## config.mk

```make
export PLATFORM = sky130hd
export DESIGN_NAME = instr_encoder_loader
export DESIGN_NICKNAME = d
export VERILOG_FILES = /design/src/rtl/instr_encoder_loader.sv
export SDC_FILE = /design/constraint.sdc
export NUM_CORES = 1
export LEC_CHECK = 0
export ABC_AREA = 1
export CAP_MARGIN = 30
export CORE_UTILIZATION = 43
export DETAILED_ROUTE_END_ITERATION = 12
export PLACE_DENSITY_LB_ADDON = 0.25
export SLEW_MARGIN = 20
export SYNTH_ARGS = -nofsm -noshare
export SYNTH_HDL_FRONTEND = slang
export SYNTH_SLANG_ARGS = --single-unit
```

## constraint.sdc

```tcl
create_clock -name clk -period 2 [get_ports clk]
set_input_delay 0.6 -clock clk [delete_from_list [all_inputs] [get_ports clk]]
set_output_delay 0.6 -clock clk [all_outputs]
set_load 0.01 [all_outputs]
```

## src/rtl/instr_encoder_loader.sv

```systemverilog
// Packs instruction fields into 32-bit MIPS-style words and streams them into
// instruction memory through a registered write port, one word per accepted request.
module instr_encoder_loader #(
    parameter int ADDR_W = 6
) (
    input  logic              clk,
    input  logic              rst,
    input  logic              start,
    input  logic              finish,
    input  logic              in_valid,
    output logic              in_ready,
    input  logic [1:0]        in_kind,
    input  logic [5:0]        in_funct,
    input  logic [4:0]        in_rs,
    input  logic [4:0]        in_rt,
    input  logic [4:0]        in_rd,
    input  logic [15:0]       in_imm,
    output logic              wr_en,
    output logic [ADDR_W-1:0] wr_addr,
    output logic [31:0]       wr_data,
    output logic              bad_funct,
    output logic [ADDR_W:0]   count,
    output logic              done
);

    typedef enum logic [1:0] {IDLE, LOAD, DONE} state_t;

    state_t            state, state_nxt;
    logic [ADDR_W-1:0] ptr;
    logic              xfer, legal, wr, last, restart;

    function automatic logic funct_legal(input logic [5:0] f);
        case (f)
            6'b100000, 6'b100010, 6'b100100, 6'b100101, 6'b101010: return 1'b1;
            default: return 1'b0;
        endcase
    endfunction

    // Opcodes match the values the UDC decoder expects, including its lw/sw assignment.
    function automatic logic [31:0] encode(input logic [1:0]  kind,
                                           input logic [5:0]  funct,
                                           input logic [4:0]  rs,
                                           input logic [4:0]  rt,
                                           input logic [4:0]  rd,
                                           input logic [15:0] imm);
        case (kind)
            2'b00:   return {6'b000000, rs, rt, rd, 5'b00000, funct};
            2'b01:   return {6'b101011, rs, rt, imm};
            2'b10:   return {6'b100011, rs, rt, imm};
            default: return {6'b000100, rs, rt, imm};
        endcase
    endfunction

    assign xfer    = in_valid && in_ready;
    assign legal   = (in_kind != 2'b00) || funct_legal(in_funct);
    assign wr      = xfer && legal;
    assign last    = &ptr;
    assign restart = (state != LOAD) && start;

    always_ff @(posedge clk) begin
        if (rst) state <= IDLE;
        else     state <= state_nxt;
    end

    always_comb begin
        state_nxt = state;
        case (state)
            IDLE:    if (start) state_nxt = LOAD;
            LOAD:    if (finish || (wr && last)) state_nxt = DONE;
            DONE:    if (start) state_nxt = LOAD;
            default: state_nxt = IDLE;
        endcase
    end

    always_comb begin
        in_ready = (state == LOAD);
        done     = (state == DONE);
    end

    // Write stage: the accepted request appears on the memory port one cycle later.
    always_ff @(posedge clk) begin
        if (rst) begin
            wr_en     <= 1'b0;
            bad_funct <= 1'b0;
            wr_addr   <= '0;
            wr_data   <= '0;
            count     <= '0;
            ptr       <= '0;
        end else begin
            wr_en     <= wr;
            bad_funct <= xfer && !legal;
            if (restart) begin
                ptr   <= '0;
                count <= '0;
            end else if (wr) begin
                wr_addr <= ptr;
                wr_data <= encode(in_kind, in_funct, in_rs, in_rt, in_rd, in_imm);
                count   <= count + (ADDR_W+1)'(1);
                // The session ends on the top word, so the pointer is held rather than wrapped.
                if (!last) ptr <= ptr + ADDR_W'(1);
            end
        end
    end

endmodule

```

==> flow_summary.json, run 1 <==
{
  "wl_per_cell_um": 11.4,
  "route.met3.wl_um": 430,
  "period_needed_ns": 1.87,
  "yosysWarnings": 0,
  "vias": 2307,
  "period_share_pct": 93.5,
  "cts_max_level": 2,
  "core_area_sq_mm": 0.00514,
  "cp-end-kind": "output pin",
  "cts_root_buf": "clkbuf_8",
  "area_growth_pct": 53.0,
  "cp_slowest_cell": "clkdlybuf4s50_1",
  "synthTopCellsByArea": "dfxtp_1, o21ai_0, nor2_1",
  "synthAdderAreaFrac_pct": 3.77,
  "synth_area_sq_mm": 0.00232,
  "synth_top_family_by_area": "simple AND/OR/NAND/NOR gates",
  "top_layer_used": "met4",
  "yosys.area_share.simple_pct": 24.0,
  "grt_pass1_wl_um": 9070,
  "yosysTopAreaCell": "dfxtp_1",
  "path_clk_slew_ns": 0.08,
  "drive_gt1_share_pct": 9.93,
  "synth-compound-area-share_pct": 16.1,
  "cpPeakStageDelay_ns": 0.56,
  "synthMuxAreaShare_pct": 0,
  "p_leak_nw": 1.42,
  "firstDrtPassIters": 4,
  "fp.dieW_um": 75.5,
  "num_antenna_cells": 0,
  "final_common_cell": "clkdlybuf4s50_1",
  "cts_tree": "done",
  "outcome": "completed",
  "cts_buffers": 5,
  "path_delay_family": "buffers and inverters",
  "hold_ws_ns": 0.471,
  "antenna_found_initial": 0,
  "avgSynthCellArea_sq_um": 7.49,
  "boundaryPins": 93,
  "drt-met1-wl_um": 2340,
  "hold_class": "reg -> reg",
  "rows": 26,
  "die_area_sq_mm": 0.00570,
  "grt_overflow_total": 0,
  "syn_inst": 310,
  "hpwl_um": 4180,
  "crit_path_max_fanout": 5,
  "port_buffers": 91,
  "slew_viol_final": 0,
  "place_ws_ns": -0.339,
  "seqPwrFrac_pct": 50.4,
  "finalHoldViolCount": 0,
  "arrival_ns": 1.27,
  "viasPerCell": 4.78,
  "die_h_um": 75.5,
  "synth_xor_area_share_pct": 2.26,
  "max_freq_ghz": 0.535,
  "power_frac_comb_pct": 18.3,
  "clock_latency_ns": 0.30,
  "route.met2.wl_um": 2610,
  "switchingPower_mw": 0.509,
  "ys_ff_latch": 52,
  "powerDensity_mw_per_mm2": 611,
  "final-setup-viol-count": 0,
  "crit_required_ns": 1.40,
  "drc": 0,
  "ir_drop_mv": 0.305,
  "synth_cell_types": 29,
  "startpoint_type": "register",
  "syn-num-nets": 361,
  "pwr-share-clk_pct": 31.3,
  "grt_setup_unrepaired": "false",
  "ys_seq_area_share_pct": 44.8,
  "critPathBufInv": 1,
  "cts_sinks": 52,
  "maxCapViolations": 0,
  "first_global_vias": 2138,
  "worstPathCellList": "clkdlybuf4s50_1",
  "cts_max_path_buffers": 2,
  "detail-route-antenna-nets": 0,
  "drtIter0Drc": 67,
  "fin_ws_ns": 0.130,
  "yosysTopAreaCellShare_pct": 44.8,
  "swShare_pct": 23.5,
  "track_usage_pct": 20.9,
  "wirelength_um": 5520,
  "final_nets": 465,
  "initial_core_util_pct": 45.2,
  "critical_path_class": "reg -> out",
  "fin_skew_ns": 0.00450,
  "gp_congestion": 0.804,
  "grt_max_degree": 23,
  "final_cell_mix": "clkdlybuf4s50_1, nor2_1, dfxtp_1, nand2_1, o21ai_0",
  "internal_power_mw": 1.66
}
[metal layers]
metal | global-route usage, % | vias up
li1 | - | 1201
met1 | 22.7 | 1024
met2 | 38.2 | 70
met3 | 6.35 | 12
met4 | 8.02 | 0
met5 | 0 | -
[power groups by stage]
| stage | combinational, mW | clock, mW | sequential [mW] |
|---|---|---|---|
| 3_3_place_gp | 0.381 | 0 | 1.12 |
| 6_report | 0.397 | 0.679 | 1.09 |
| 4_1_cts | 0.388 | 0.700 | 1.09 |
| 5_1_grt | 0.438 | 0.738 | 1.10 |
| 3_5_place_dp | 0.387 | 0 | 1.12 |
| 2_1_floorplan | 0.147 | 0 | 1.13 |
[cell families (layout without fill, tap and decap cells)]
logic type,count (synthesis),count (layout)
buffers and inverters,42,145
other,1,1
AOI/OAI and AO/OA,71,71
and+or+nand+nor,131,131
xor gates and xnor gates,6,6
adders and majority gates,7,7
DFF,52,52
[layout make-up]
class | instances | area, sq um
fillers | 476 | 1590
clock inverters | 1 | 30.0
flip-flops and latches | 52 | 1040
clock buffers | 5 | 68.8
multi-input cells | 216 | 1080
inverters | 26 | 103
repair buffers | 113 | 1140
well taps | 70 | 87.6
[cells in the mapped netlist, drive strengths merged]
master  count
nand2      50
ha          7
nand3      19
clkinv      2
a21boi      6
xnor2       1
nor2       55
clkbuf      4
nor3        5
inv        24
xor2        5
conb        1
buf        12
a21oi      23
or2         1
dfxtp      52
nor4        1
o21ai      42
[worst min-delay path: stages, from the launching register on]
cell and delay (ns):
dfxtp_1 0.32, nand2_1 0.06, a21oi_1 0.05
[stage by stage]
step | instances | total power, mW | setup TNS [ns] | util (%) | instance area (sq um)
floorplan | 310 | 1.28 | 0 | - | 2320
global placement | 475 | 1.50 | -8.36 | 66.4 | 3410
detailed placement | 475 | 1.50 | -11.59 | 66.4 | 3410
CTS | 481 | 2.18 | 0 | 68.3 | 3510
global route | 483 | 2.28 | 0 | 69.1 | 3550
finish | 483 | 2.17 | 0 | 69.1 | 3550
[path summary, 6_finish.rpt]
check                           slack, ns  startpoint  cells after the start         end
worst max register to register       0.47      ptr[0]                      7      ptr[1]
worst min-delay path                 0.47  wr_addr[4]                      2  wr_addr[4]
worst min register to register       0.47  wr_addr[4]                      2  wr_addr[4]
worst max-delay path                 0.13    count[3]                      1    count[3]
[registers in the layout (all words and copies together), names as in the netlist]
name	cells
bad_funct	1
wr_en	1
count	7
state	2
ptr	6
wr_data	29
wr_addr	6
[repair_timing]
action	4_1_cts	5_1_grt
pin swaps	0	0
hold buffers	0	0
endpoints found under the setup margin	2	27
resized for setup	2	5
buffers inserted	0	2
No activity file was read; power rests on OpenSTA's default activity.
==> run 2: changes to the inputs <==
--- a/config.mk
+++ b/config.mk
@@ -6,7 +6,7 @@
 export NUM_CORES = 1
 export LEC_CHECK = 0
 export ABC_AREA = 1
-export CAP_MARGIN = 30
+export CAP_MARGIN = 10
 export CORE_UTILIZATION = 43
 export DETAILED_ROUTE_END_ITERATION = 12
 export PLACE_DENSITY_LB_ADDON = 0.25
==> results of run 2 <==
Final layout, timing and power as in run 1 (identical DEF).
